===== config.mk =====
export PLATFORM = sky130hd
export DESIGN_NAME = ntt_bfly_pipe
export DESIGN_NICKNAME = d
export VERILOG_FILES = /design/src/rtl/ntt_bfly_pipe_pkg.sv /design/src/rtl/ntt_bfly_pipe_modred_q.sv /design/src/rtl/ntt_bfly_pipe.sv
export SDC_FILE = /design/constraint.sdc
export NUM_CORES = 1
export LEC_CHECK = 0
export ABC_AREA = 1
export CAP_MARGIN = 20
export CORE_ASPECT_RATIO = 0.9
export CORE_MARGIN = 10
export CORE_UTILIZATION = 30
export CTS_BUF_LIST = sky130_fd_sc_hd__clkbuf_4 sky130_fd_sc_hd__clkbuf_8
export DETAILED_ROUTE_END_ITERATION = 10
export SLEW_MARGIN = 20
export SYNTH_ARGS = -nofsm -noshare
export SYNTH_HDL_FRONTEND = slang
export SYNTH_SLANG_ARGS = --single-unit

===== constraint.sdc =====
create_clock -name clk -period 6.1 [get_ports clk]
set_clock_uncertainty 0.2 [all_clocks]
set_input_delay 0.61 -clock clk [delete_from_list [all_inputs] [get_ports clk]]
set_output_delay 0.61 -clock clk [all_outputs]
set_load 0.01 [all_outputs]

===== src/rtl/ntt_bfly_pipe_pkg.sv =====
// Shared constants and mod-Q add/sub helpers for the NTT processing elements.
// Q = 2^(LOGQ-1)+1, so 2^(LOGQ-1) = -1 (mod Q) drives the reduction.
package ntt_bfly_pipe_pkg;

  localparam int unsigned LOGQ = 9;
  localparam int unsigned Q    = 257;
  localparam int unsigned HALF = LOGQ - 1;
  localparam int unsigned PW   = 2 * LOGQ;

  localparam logic [LOGQ:0]   QE = (LOGQ + 1)'(Q);
  localparam logic [LOGQ-1:0] QN = LOGQ'(Q);

  // Inputs must be < Q; result is canonical.
  function automatic logic [LOGQ-1:0] add_mod(input logic [LOGQ-1:0] a,
                                              input logic [LOGQ-1:0] b);
    logic [LOGQ:0] s;
    s = {1'b0, a} + {1'b0, b};
    if (s >= QE) begin
      s = s - QE;
    end
    return s[LOGQ-1:0];
  endfunction

  // Wraps mod 2^LOGQ first; adding Q then lands exactly on a-b+Q.
  function automatic logic [LOGQ-1:0] sub_mod(input logic [LOGQ-1:0] a,
                                              input logic [LOGQ-1:0] b);
    logic [LOGQ-1:0] d;
    d = a - b;
    if (a < b) begin
      d = d + QN;
    end
    return d;
  endfunction

endpackage


===== src/rtl/ntt_bfly_pipe_modred_q.sv =====
// Combinational 2*LOGQ-bit to canonical mod-Q reduction using 2^(LOGQ-1) = -1 (mod Q):
// p = c2*2^(2H) + c1*2^H + c0  ==  c0 - c1 + c2  (mod Q), then one fold either way.
module ntt_modred_q
  import ntt_bfly_pipe_pkg::*;
(
  input  logic [PW-1:0]   p_i,
  output logic [LOGQ-1:0] r_o
);

  localparam int unsigned TW = LOGQ + 2;
  localparam logic signed [TW-1:0] QS = TW'(Q);

  logic signed [TW-1:0] e0, e1, e2, t;
  logic unused_hi;

  always_comb begin
    e0 = '0;
    e1 = '0;
    e2 = '0;
    e0[HALF-1:0]        = p_i[HALF-1:0];
    e1[HALF-1:0]        = p_i[2*HALF-1:HALF];
    e2[PW-2*HALF-1:0]   = p_i[PW-1:2*HALF];
    t = e0 - e1 + e2;
    if (t < 0) begin
      t = t + QS;
    end else if (t >= QS) begin
      t = t - QS;
    end
  end

  assign r_o       = t[LOGQ-1:0];
  assign unused_hi = ^t[TW-1:LOGQ];

endmodule


===== src/rtl/ntt_bfly_pipe.sv =====
// Three-stage Cooley-Tukey butterfly mod Q with valid/ready on both sides.
// Define NTT_BFLY_INTT_MODE_EN to add in_inv and per-beat Gentleman-Sande mode.
module ntt_bfly_pipe
  import ntt_bfly_pipe_pkg::*;
#(
  parameter int unsigned TAG_W = 8
) (
  input  logic             clk,
  input  logic             rst,
  input  logic             in_valid,
  output logic             in_ready,
  input  logic [LOGQ-1:0]  in_a,
  input  logic [LOGQ-1:0]  in_b,
  input  logic [LOGQ-1:0]  in_w,
  input  logic [TAG_W-1:0] in_tag,
`ifdef NTT_BFLY_INTT_MODE_EN
  input  logic             in_inv,
`endif
  output logic             out_valid,
  input  logic             out_ready,
  output logic [LOGQ-1:0]  out_x,
  output logic [LOGQ-1:0]  out_y,
  output logic [TAG_W-1:0] out_tag
);

  // Stage-2 payload: reduced product (forward) or full product awaiting reduction (inverse).
`ifdef NTT_BFLY_INTT_MODE_EN
  localparam int unsigned M2W = PW;
`else
  localparam int unsigned M2W = LOGQ;
`endif

  logic en;

  logic             v1_q, v1_d;
  logic [LOGQ-1:0]  a1_q, a1_d;
  logic [PW-1:0]    p1_q, p1_d;
  logic [TAG_W-1:0] tag1_q, tag1_d;

  logic             v2_q, v2_d;
  logic [LOGQ-1:0]  a2_q, a2_d;
  logic [M2W-1:0]   m2_q, m2_d;
  logic [TAG_W-1:0] tag2_q, tag2_d;

  logic             v3_q, v3_d;
  logic [LOGQ-1:0]  x3_q, x3_d;
  logic [LOGQ-1:0]  y3_q, y3_d;
  logic [TAG_W-1:0] tag3_q, tag3_d;

  logic [LOGQ-1:0]  r2;

`ifdef NTT_BFLY_INTT_MODE_EN
  logic             inv1_q, inv1_d;
  logic             inv2_q, inv2_d;
  logic [LOGQ-1:0]  w1_q, w1_d;
  logic [LOGQ-1:0]  r3;

  ntt_modred_q u_red_s3 (
    .p_i (m2_q),
    .r_o (r3)
  );
`endif

  ntt_modred_q u_red_s2 (
    .p_i (p1_q),
    .r_o (r2)
  );

  always_comb begin
    en     = !v3_q || out_ready;
    v1_d   = v1_q;
    a1_d   = a1_q;
    p1_d   = p1_q;
    tag1_d = tag1_q;
    v2_d   = v2_q;
    a2_d   = a2_q;
    m2_d   = m2_q;
    tag2_d = tag2_q;
    v3_d   = v3_q;
    x3_d   = x3_q;
    y3_d   = y3_q;
    tag3_d = tag3_q;
`ifdef NTT_BFLY_INTT_MODE_EN
    inv1_d = inv1_q;
    inv2_d = inv2_q;
    w1_d   = w1_q;
`endif
    if (en) begin
      v1_d   = in_valid;
      a1_d   = in_a;
      p1_d   = PW'(in_b) * PW'(in_w);
      tag1_d = in_tag;

      v2_d   = v1_q;
      a2_d   = a1_q;
      m2_d   = M2W'(r2);
      tag2_d = tag1_q;

      v3_d   = v2_q;
      x3_d   = add_mod(a2_q, m2_q[LOGQ-1:0]);
      y3_d   = sub_mod(a2_q, m2_q[LOGQ-1:0]);
      tag3_d = tag2_q;
`ifdef NTT_BFLY_INTT_MODE_EN
      inv1_d = in_inv;
      w1_d   = in_w;
      inv2_d = inv1_q;
      if (in_inv) begin
        a1_d = add_mod(in_a, in_b);
        p1_d = PW'(sub_mod(in_a, in_b));
      end
      if (inv1_q) begin
        m2_d = PW'(p1_q[LOGQ-1:0]) * PW'(w1_q);
      end
      if (inv2_q) begin
        x3_d = a2_q;
        y3_d = r3;
      end
`endif
    end
  end

  always_ff @(posedge clk) begin
    if (rst) begin
      v1_q   <= 1'b0;
      a1_q   <= '0;
      p1_q   <= '0;
      tag1_q <= '0;
      v2_q   <= 1'b0;
      a2_q   <= '0;
      m2_q   <= '0;
      tag2_q <= '0;
      v3_q   <= 1'b0;
      x3_q   <= '0;
      y3_q   <= '0;
      tag3_q <= '0;
`ifdef NTT_BFLY_INTT_MODE_EN
      inv1_q <= 1'b0;
      inv2_q <= 1'b0;
      w1_q   <= '0;
`endif
    end else begin
      v1_q   <= v1_d;
      a1_q   <= a1_d;
      p1_q   <= p1_d;
      tag1_q <= tag1_d;
      v2_q   <= v2_d;
      a2_q   <= a2_d;
      m2_q   <= m2_d;
      tag2_q <= tag2_d;
      v3_q   <= v3_d;
      x3_q   <= x3_d;
      y3_q   <= y3_d;
      tag3_q <= tag3_d;
`ifdef NTT_BFLY_INTT_MODE_EN
      inv1_q <= inv1_d;
      inv2_q <= inv2_d;
      w1_q   <= w1_d;
`endif
    end
  end

  assign in_ready  = en;
  assign out_valid = v3_q;
  assign out_x     = x3_q;
  assign out_y     = y3_q;
  assign out_tag   = tag3_q;

endmodule

# [Word level (Yosys, flattened, before mapping)]
# Cells that the tools add are included.
[totals] mem_count=0 output_inout_bits=28 in_bits=39 latchBits=0 rom_bits=0 ramBits=0 register_bits=90
[classes] n_bitwise=0 n_reduce_logical=2 n_lt_le_gt_ge=4 n_eq_ne=0 mul=1 n_shift=0 n_mux=4 n_addsub=8 div=0
[op_table] cell="9-bit 2-to-1 mux" n=4
[op_table] cell="9-bit adder (second input constant)" n=2
[op_table] cell="9-bit by 9-bit multiplier with 18-bit output" n=1
[op_table] cell="9-bit subtractor (second input constant)" n=2
[op_table] cell="11-bit by 10-bit greater-or-equal comparator with 1-bit output (second input constant)" n=1
[op_table] cell="11-bit by 1-bit < comparator with 1-bit output (second input constant)" n=1
[op_table] cell="9-bit by 3-bit adder with 10-bit output" n=1
[op_table] cell="9-bit by 9-bit adder with 10-bit output" n=1
[op_table] cell="10-bit by 9-bit greater-or-equal comparator with 1-bit output (second input constant)" n=1
[op_table] cell="9-bit < comparator" n=1
[op_table] cell="8-bit by 8-bit subtractor with 9-bit output" n=1
[op_table] cell="9-bit subtractor" n=1
[op_table] cell="1-bit zero test" n=1
[op_table] cell="1-bit logical OR" n=1

# [Logic depth before layout (Yosys ltp)]
# Gate-level depths: netlist (run 1).
[logic_depth] word_depth=5 ltp_mapped=21 ltp_nobuf=21

# [Modules after synthesis]
# A second synthesis (run 1) with hierarchy kept.
[hier_totals] hier_cells=1245 area_unflattened_um2=8652.0
[by_module_without_submodules] module="ntt_bfly_pipe" area_each_um2=7382.1 instances=1 cells_each=1028 seq_area_each_um2=1801.7
[by_module_without_submodules] module="ntt_modred_q" area_each_um2=1270.0 instances=1 cells_each=217 seq_area_each_um2=0.0

# [Least setup slack after synthesis (run 1)]
# Ideal clock, no wire load.
[synth_path] path_kind="input -> register" start="in in_b[0]" end="reg p1_q[15]" setup_slack_ns=1.167 path_buffers=1 arrival_time_ns=4.616 setup_ns=0.116 required_ns=5.784 path_stages=18 cell_sequence="clkbuf_1 nand2_1 fa_1 fa_1 inv_1 fa_1 inv_1 fa_1 inv_1 ha_1 a21oi_1 o21ai_0 a21o_1 a21boi_0 o21ai_0 xor2_1 o211ai_1 inv_1"
[synth_via] elab_chain_cells=1
[synth_rtl] item="start: declaration" line_no="ntt_bfly_pipe.sv:13" rtl="input logic [LOGQ-1:0] in_b,"
[synth_rtl] item="9-bit by 9-bit multiplier with 18-bit output" line_no="ntt_bfly_pipe.sv:91" rtl="p1_d = PW'(in_b) * PW'(in_w);"
[synth_rtl] item="end signal: assignment" line_no="ntt_bfly_pipe.sv:144" rtl="p1_q <= p1_d;"
[synth_rtl] item="end: declaration" line_no="ntt_bfly_pipe.sv:37" rtl="logic [PW-1:0] p1_q, p1_d;"
# No other way between the ends.
# A chain may end at the register's enable or synchronous reset.

# [Worst setup path in the final report (run 1)]
[layout_path] start="in in_w[8]" end="reg p1_q[15]"
[layout_via] elab_chain_cells=1
[layout_rtl] item="start: declaration" line_no="ntt_bfly_pipe.sv:14" rtl="input logic [LOGQ-1:0] in_w,"
[layout_rtl] item="9-bit by 9-bit multiplier with 18-bit output" line_no="ntt_bfly_pipe.sv:91"
# No other way between the ends.

==> results.py, run 1 <==
metrics = {
    "logic_synthesis": {
        "synth_ff_type": "dfxtp_1",
        "netlist_area_mm2": 0.00848,
        "synth.area.top_cells": "dfxtp_1, fa_1, inv_1, ha_1, nand2_1",
        "synth_area_per_cell_um2": 7.14,
        "netlist_instances": 1188,
        "synth-xor-area-share": 0.0360,
        "yosys_warnings": 0,
        "synth_top_cell_by_area": "dfxtp_1",
        "ys_ff_latch": 90,
        "synth_top_family_by_area": "simple AND/OR/NAND/NOR gates",
        "synthAdderAreaFrac": 0.237,
        "synthesis.nets": 1355,
        "async_flop_share": 0,
        "synth_edf_count": 0,
        "synth_commonest_cells": "inv_1, nand2_1, nor2_1",
        "yosysUniqueCellTypes": 51,
        "synth_most_common_cell": "inv_1",
        "synthSimpleGateAreaFrac": 0.260,
        "synth_top_cell_area_share": 0.212,
        "yosysSeqAreaShare": 0.212,
        "synthMuxAreaShare": 0,
        "synth_compound_area_frac": 0.113,
    },
    "sta": {
        "hold_viol": 0,
        "holdWs_ns": 0.270,
        "rsz0062_at_grt": "false",
        "setup_viol": 0,
        "timing.final.crit_share": 0.858,
        "worst_slew_pin_slew_ns": 0.786,
        "max_freq_mhz": 191,
        "setup_tns_ns": 0,
        "period_needed_ns": 5.24,
        "slew_headroom": 0.476,
        "slew_violations": 0,
    },
    "finish": {
        "num_antenna_cells": 0,
        "multiInputGateArea_mm2": 0.00548,
        "syn_to_final_growth_pct": 13.6,
        "register_area_mm2": 0.00180,
        "layout-drive-gt1-share": 0.0832,
        "num-fill-cells": 3045,
        "fin_area_mm2": 0.00964,
        "layout.nets": 1388,
        "fin_util": 0.346,
        "layoutNonFillerInstCount": 1586,
    },
    "die": {
        "core_mm2": 0.0279,
        "start_util": 0.304,
        "die_x_um": 197,
        "die_h_um": 179,
        "die_area_mm2": 0.0354,
        "io-pin-count": 67,
        "rows": 58,
    },
    "place": {
        "gp_congestion": 0.842,
        "place_inst": 1570,
        "dp_hpwl_um": 15200,
        "place_area_mm2": 0.00943,
        "port_buffers": 66,
    },
    "global_route": {
        "grtUsageTotal": 0.112,
        "grt_pass1_vias": 7059,
        "overflow": 0,
        "antenna_found_initial": 0,
        "grt_pass1_wl_um": 33300,
        "grt_max_degree": 80,
    },
    "drt": {
        "drt-initial-drc-count": 288,
        "drc_errors": 0,
        "ant_nets": 0,
        "vias_per_cell": 4.50,
        "wl_per_cell_um": 12.1,
        "routed_wl_um": 19200,
        "vias": 7130,
        "dr.pass1.iters": 4,
    },
    "setup_path": {
        "cp_slowest_stage_delay_ns": 0.64,
        "crit_arrival_ns": 5.32,
        "required_ns": 6.18,
        "setup.worst_path.end_class": "flop",
        "worstPathCellList": "clkdlybuf4s50_1 -> nand2_1 -> fa_1 -> fa_1 -> inv_1 -> fa_1 -> inv_1 -> fa_1 -> inv_1 -> ha_1 -> a21oi_1 -> o21ai_0 -> a21o_1 -> a21boi_0 -> o21ai_0 -> xor2_1 -> o211ai_1 -> inv_1",
        "start_kind": "input pin",
        "cp_max_fo": 9,
        "critPathKind": "in2reg",
        "cp_slowest_cell": "clkdlybuf4s50_1",
    },
    "min_path": {
        "hold_class": "reg2reg",
    },
    "clocking": {
        "clk_pin_slew_ns": 0.10,
        "cts_setup_buffers": 0,
        "cts_resized": 0,
        "cts.path.max_buffers": 2,
        "cts_htree_levels": 3,
        "numCtsBuffers": 9,
        "clk_latency_ns": 0.39,
        "ctsHoldBuffers": 0,
        "cts_sinks": 90,
        "root_buffer": "clkbuf_8",
        "cts_tree": "yes",
    },
    "run": {
        "cap_violations": 0,
    },
    "pwr": {
        "power.density_mw_per_mm2": 416,
        "irDropWorstVdd_v": 0.000162,
        "static-leakage-power_nw": 5.25,
    },
    "status": {
        "status": "completed",
    },
}
==> cells in the final DEF, fill, tap and decap left out, types with 4 or more instances in the layout <==
cell type and instances:
a21oi_4 4, xnor2_1 7, nand3b_1 8, clkdlybuf4s50_1 66, nand3_2 7, nand2_1 204
dfxtp_1 90, inv_1 248, ha_1 74, nand4_2 5, nor2_1 118, xor2_1 21
nand2_2 22, fa_1 54, nand2_4 8, o21ai_0 85, clkbuf_8 10, inv_2 8
buf_4 5, o211ai_1 11, nand3_1 56, nor2_4 8, nor3_1 7, a21oi_1 37
a21o_1 4, o21bai_1 7, nand4_1 11
==> cell families after synthesis <==
family / Yosys count
xor+xnor: 31
fa+ha+maj: 128
compound gates: 163
simple gates: 465
buf+inv: 311
flops: 90
==> area by class of cell <==
type,count,area share
clock inverters,6,0.00753
well taps,360,0.0467
inverters,262,0.103
repair buffers,71,0.0724
flip-flops and latches,90,0.187
clock buffers,10,0.0143
multi-input cells,787,0.569
==> registers in the layout, summed over array words and instances, names as in the netlist, 8 cells and up <==
name / flops
a2_q: 9
out_y: 9
a1_q: 9
m2_q: 9
out_tag: 8
tag2_q: 8
tag1_q: 8
p1_q: 18
out_x: 9
==> final timing paths <==
| check | endpoint | startpoint | depth (start not counted) | slack (ns) |
|---|---|---|---|---|
| max | p1_q[15] | in_w[8] | 18 | 0.86 |
| min | v2_q | v2_q | 2 | 0.27 |
| max reg2reg | m2_q[6] | p1_q[0] | 16 | 2.93 |
| min reg2reg | v2_q | v2_q | 2 | 0.27 |
==> report_power, final <==
group          switching [mW]  internal (mW)
sequential             0.0693          0.728
clock                   0.234          0.205
combinational            1.73           1.05
==> per-layer routing <==
layer	up-vias	global-route usage	routed length [um]	share of wire
met3	23	0.0245	708	0.037
met1	3277	0.150	9870	0.51
met4	0	0.0363	367	0.019
met5	-	0	0	0
li1	3717	-	-	-
met2	113	0.173	8220	0.43
==> worst max-delay path, delay by kind of cell <==
kind / cells / cell delay, ns
and+or+nand+nor: 1 / 0.13
buffers and inverters: 5 / 0.85
AOI/OAI and AO/OA: 6 / 1.10
adders and majority gates: 5 / 2.47
xor gates and xnor gates: 1 / 0.16
==> metrics by stage <==
step | power [mW] | worst slack [ns]
floorplan | 2.99 | 1.17
detailed placement | 3.60 | 0.451
global placement | 3.56 | 0.512
global route | 4.49 | 0.516
CTS | 4.06 | 0.886
finish | 4.01 | 0.865
No activity file was read; power rests on OpenSTA's default activity.
==> run 2, diff against run 1 <==
--- a/config.mk
+++ b/config.mk
@@ -12,6 +12,7 @@
 export CORE_UTILIZATION = 30
 export CTS_BUF_LIST = sky130_fd_sc_hd__clkbuf_4 sky130_fd_sc_hd__clkbuf_8
 export DETAILED_ROUTE_END_ITERATION = 10
+export PLACE_DENSITY_LB_ADDON = 0.25
 export SLEW_MARGIN = 20
 export SYNTH_ARGS = -nofsm -noshare
 export SYNTH_HDL_FRONTEND = slang
==> constraint.sdc (replaced) <==
create_clock -name clk -period 6.35 [get_ports clk]
set_clock_uncertainty 0.2 [all_clocks]
set_input_delay 0.635 -clock clk [delete_from_list [all_inputs] [get_ports clk]]
set_output_delay 0.635 -clock clk [all_outputs]
set_load 0.01 [all_outputs]
==> results.py, run 2 (synthesis gave the netlist of run 1 again) <==
metrics = {
    "finish": {
        "layout-drive-gt1-share": 0.0817,
        "num-fill-cells": 3037,
        "final_cell_mix": "inv_1, nand2_1, nor2_1",
        "multiInputGateArea_mm2": 0.00548,
        "layout_commonest_cell": "inv_1",
        "layout.nets": 1386,
        "num_antenna_cells": 0,
        "layoutNonFillerInstCount": 1584,
        "fin_area_mm2": 0.00963,
        "largest-register": "p1_q",
        "register_area_mm2": 0.00180,
        "syn_to_final_growth_pct": 13.5,
        "largest_reg_flops": 18,
    },
    "global_route": {
        "grt_pass1_vias": 7017,
        "antenna_found_initial": 0,
        "grt_pass1_wl_um": 34000,
        "overflow": 0,
        "grt_max_degree": 75,
        "grtUsageTotal": 0.113,
    },
    "pwr": {
        "power.density_mw_per_mm2": 404,
        "irDropWorstVdd_v": 0.000130,
        "static-leakage-power_nw": 5.25,
    },
    "setup_path": {
        "cp_max_fo": 9,
        "setup.worst_path.end_class": "flop",
        "reg2regPathDepth": 16,
        "required_ns": 6.44,
        "start_kind": "input pin",
        "critPathKind": "in2reg",
        "crit_arrival_ns": 5.29,
    },
    "drt": {
        "wl_per_cell_um": 12.2,
        "routed_wl_um": 19400,
        "ant_nets": 0,
        "drc_errors": 0,
        "vias": 7069,
        "drt-initial-drc-count": 326,
        "vias_per_cell": 4.46,
        "dr.pass1.iters": 5,
    },
    "sta": {
        "worst_slew_pin_slew_ns": 0.737,
        "setup_tns_ns": 0,
        "period_needed_ns": 5.20,
        "setup_viol": 0,
        "slew_violations": 0,
        "hold_viol": 0,
        "max_freq_mhz": 192,
        "rsz0062_at_grt": "false",
        "slew_headroom": 0.509,
        "timing.final.crit_share": 0.820,
    },
    "die": {
        "core_mm2": 0.0279,
        "die_h_um": 179,
        "die_area_mm2": 0.0354,
        "io-pin-count": 67,
        "rows": 58,
        "start_util": 0.304,
        "die_x_um": 197,
    },
    "min_path": {
        "hold_class": "reg2reg",
        "hold_path_depth": 2,
    },
    "clocking": {
        "ctsHoldBuffers": 0,
        "cts_htree_levels": 3,
        "cts_tree": "yes",
        "clk_pin_slew_ns": 0.10,
        "numCtsBuffers": 9,
        "cts_setup_buffers": 0,
        "clk_latency_ns": 0.40,
        "cts_sinks": 90,
        "cts.path.max_buffers": 2,
        "root_buffer": "clkbuf_8",
        "cts_resized": 0,
    },
    "place": {
        "dp_hpwl_um": 15100,
        "place_inst": 1568,
        "gp_congestion": 0.873,
        "port_buffers": 66,
        "place_area_mm2": 0.00941,
    },
    "status": {
        "status": "completed",
    },
    "run": {
        "cap_violations": 0,
    },
}
[run 2: final timing paths]
kind	slack (ns)	start	endpoint
setup / recovery	1.15	in_b[3]	p1_q[15]
hold / removal	0.26	v2_q	v2_q
setup reg to reg	3.15	p1_q[0]	m2_q[6]
hold reg to reg	0.26	v2_q	v2_q
[run 2: area by class of cell]
type / count / share of cell area
timing repair buffer: 69 / 0.0710
inverter: 262 / 0.103
clock buffer: 9 / 0.0129
multi-input combinational: 787 / 0.569
clock inverter: 7 / 0.00962
tap: 360 / 0.0468
sequential: 90 / 0.187
[run 2: metrics by stage]
stage          hold slack, ns   util  power [mW]  setup WS [ns]
2_1_floorplan           0.230      -        2.87           1.39
4_1_cts                 0.263  0.346        3.93           1.15
6_report                0.260  0.346        3.89           1.15
3_5_place_dp            0.249  0.338        3.46          0.719
3_3_place_gp            0.244  0.338        3.44          0.741
5_1_grt                 0.297  0.346        4.36          0.742
[run 2: routing by layer]
layer	wire length (um)	track usage	part of all wire
met5	0	0	0
met4	137	0.0184	0.0071
met3	668	0.0198	0.034
met2	8410	0.176	0.43
met1	10200	0.163	0.52
[run 2: where the power goes]
part	switching [mW]	internal (mW)
Sequential	0.0673	0.699
Combinational	1.68	1.00
Clock	0.247	0.193
[run 2: critical path, cell delays in order]
cell,delay [ns]
clkdlybuf4s50_1,0.71
nand2_1,0.09
inv_1,0.09
fa_1,0.45
fa_1,0.52
fa_1,0.55
inv_1,0.05
fa_1,0.52
inv_1,0.04
ha_1,0.35
a21oi_1,0.17
o21ai_0,0.10
a21o_1,0.19
a21boi_0,0.31
o21ai_0,0.16
xor2_1,0.16
o211ai_1,0.16
inv_1,0.05
==> run 3, diff against run 2 <==
==> constraint.sdc (replaced) <==
create_clock -name clk -period 5.4 [get_ports clk]
set_clock_uncertainty 0.2 [all_clocks]
set_input_delay 0.54 -clock clk [delete_from_list [all_inputs] [get_ports clk]]
set_output_delay 0.54 -clock clk [all_outputs]
set_load 0.01 [all_outputs]
==> results.py, run 3 (synthesis gave the netlist of run 1 again) <==
metrics = {
    "status": {
        "status": "completed",
    },
    "sta": {
        "slew_violations": 0,
        "period_needed_ns": 4.96,
        "setup_tns_ns": 0,
        "worst_slew_pin_slew_ns": 0.964,
        "max_freq_mhz": 202,
        "rsz0062_at_grt": "false",
        "timing.final.crit_share": 0.918,
        "setup_viol": 0,
        "slew_headroom": 0.356,
        "hold_viol": 0,
    },
    "global_route": {
        "overflow": 0,
        "grt_pass1_vias": 7105,
        "grtUsageTotal": 0.114,
        "grt_max_degree": 74,
        "grt_pass1_wl_um": 34300,
        "antenna_found_initial": 0,
    },
    "drt": {
        "ant_nets": 0,
        "drt-initial-drc-count": 306,
        "drc_errors": 0,
        "dr.pass1.iters": 5,
        "routed_wl_um": 19700,
        "vias_per_cell": 4.43,
        "vias": 7118,
        "wl_per_cell_um": 12.3,
    },
    "finish": {
        "syn_to_final_growth_pct": 15.4,
        "fin_util": 0.351,
        "final_cell_mix": "inv_1, nand2_1, nor2_1",
        "layout-drive-gt1-share": 0.0994,
        "num_antenna_cells": 0,
        "largest-register": "p1_q",
        "layout.nets": 1410,
        "fin_area_mm2": 0.00979,
        "layout_commonest_cell": "inv_1",
        "largest_reg_flops": 18,
    },
    "setup_path": {
        "critPathKind": "in2reg",
        "cp_slowest_stage_delay_ns": 0.58,
        "required_ns": 5.48,
        "reg2reg_from": "p1_q[0]",
        "rrSetupSlack_ns": 2.21,
        "crit_arrival_ns": 5.04,
        "reg2regPathDepth": 16,
        "r2r_end": "m2_q[6]",
        "cp_top_family": "adder cells",
        "cp_slowest_cell": "clkdlybuf4s50_1",
        "worstPathCellList": "clkdlybuf4s50_1 -> nand2_1 -> inv_1 -> fa_1 -> fa_1 -> fa_1 -> inv_1 -> fa_1 -> inv_1 -> ha_1 -> a21oi_1 -> o21ai_0 -> a21o_1 -> a21boi_0 -> o21ai_0 -> xor2_1 -> o211ai_1 -> inv_1",
        "cp_num_buf_inv": 5,
        "start_kind": "input pin",
        "cp_max_fo": 9,
        "setup.worst_path.end_class": "flop",
    },
    "die": {
        "io-pin-count": 67,
        "die_x_um": 197,
        "rows": 58,
        "die_h_um": 179,
        "start_util": 0.304,
        "core_mm2": 0.0279,
        "die_area_mm2": 0.0354,
    },
    "clocking": {
        "numCtsBuffers": 9,
        "cts_sinks": 90,
        "cts_resized": 0,
        "clk_pin_slew_ns": 0.11,
        "cts_htree_levels": 3,
        "cts.path.max_buffers": 2,
        "cts_setup_buffers": 0,
        "clk_latency_ns": 0.39,
        "ctsHoldBuffers": 0,
        "root_buffer": "clkbuf_8",
        "cts_tree": "yes",
    },
    "place": {
        "gp_congestion": 0.860,
        "dp_hpwl_um": 15700,
        "place_area_mm2": 0.00959,
        "port_buffers": 66,
    },
    "pwr": {
        "power.density_mw_per_mm2": 469,
        "irDropWorstVdd_v": 0.000153,
        "static-leakage-power_nw": 5.35,
    },
    "min_path": {
        "hold_path_depth": 2,
        "whs_endpoint": "out_valid",
        "min-delay-start": "v2_q",
        "hold_class": "reg2reg",
    },
    "run": {
        "cap_violations": 0,
    },
}
-- run 3: changes by cell type in the layout (fill, tap and decap cells not counted) --
cell	change
buf_4	+24
bufinv_16	-1
clkbuf_8	+1
clkinvlp_4	+1
inv_8	-1
-- run 3: area by class of cell --
type	count	area, um2
Tap cell	360	450
Fill cell	3079	18100
Clock buffer	10	138
Multi-Input combinational cell	787	5480
Sequential cell	90	1800
Inverter	262	996
Timing Repair Buffer	93	863
Clock inverter	6	58.8
-- run 3: where the power goes --
part	total, mW	leakage (nW)	switching (mW)	internal (mW)
Combinational	3.21	4.51	1.98	1.23
Sequential	0.903	0.746	0.0807	0.822
Clock	0.477	0.0966	0.287	0.190
-- run 3: worst max-delay path by stage --
stage             from       end  slack [ns]  depth (start not counted)
5_1_grt        in_w[7]  p1_q[15]        0.09                         18
3_5_place_dp   in_b[6]  p1_q[15]        0.02                         18
3_3_place_gp   in_b[5]  p1_q[15]        0.03                         18
2_1_floorplan  in_b[0]  p1_q[15]        0.54                         18
4_1_cts        in_b[5]  p1_q[15]        0.45                         18
6_report       in_b[5]  p1_q[15]        0.44                         18
-- run 3: per-layer routing --
metal,global-route usage,vias to the layer above,share of wire
li1,-,3758,-
met1,0.161,3248,0.53
met3,0.0226,17,0.040
met4,0.0209,0,0.0084
met5,0,-,0
met2,0.177,95,0.42
-- run 3: stage by stage --
stage	hold slack [ns]	setup slack, ns	cells	power, mW
2_1_floorplan	0.230	0.537	1188	3.37
3_3_place_gp	0.242	0.0274	1592	4.11
3_5_place_dp	0.252	0.0244	1592	4.14
4_1_cts	0.267	0.446	1608	4.65
5_1_grt	0.289	0.0915	1608	5.15
6_report	0.260	0.444	1608	4.59
-- run 3: tightest hold or removal path: cells and delay by family (launching register included) --
kind            cells  cell delay (ns)
compound gates      1             0.06
flops               1             0.31
buf+inv             1             0.06
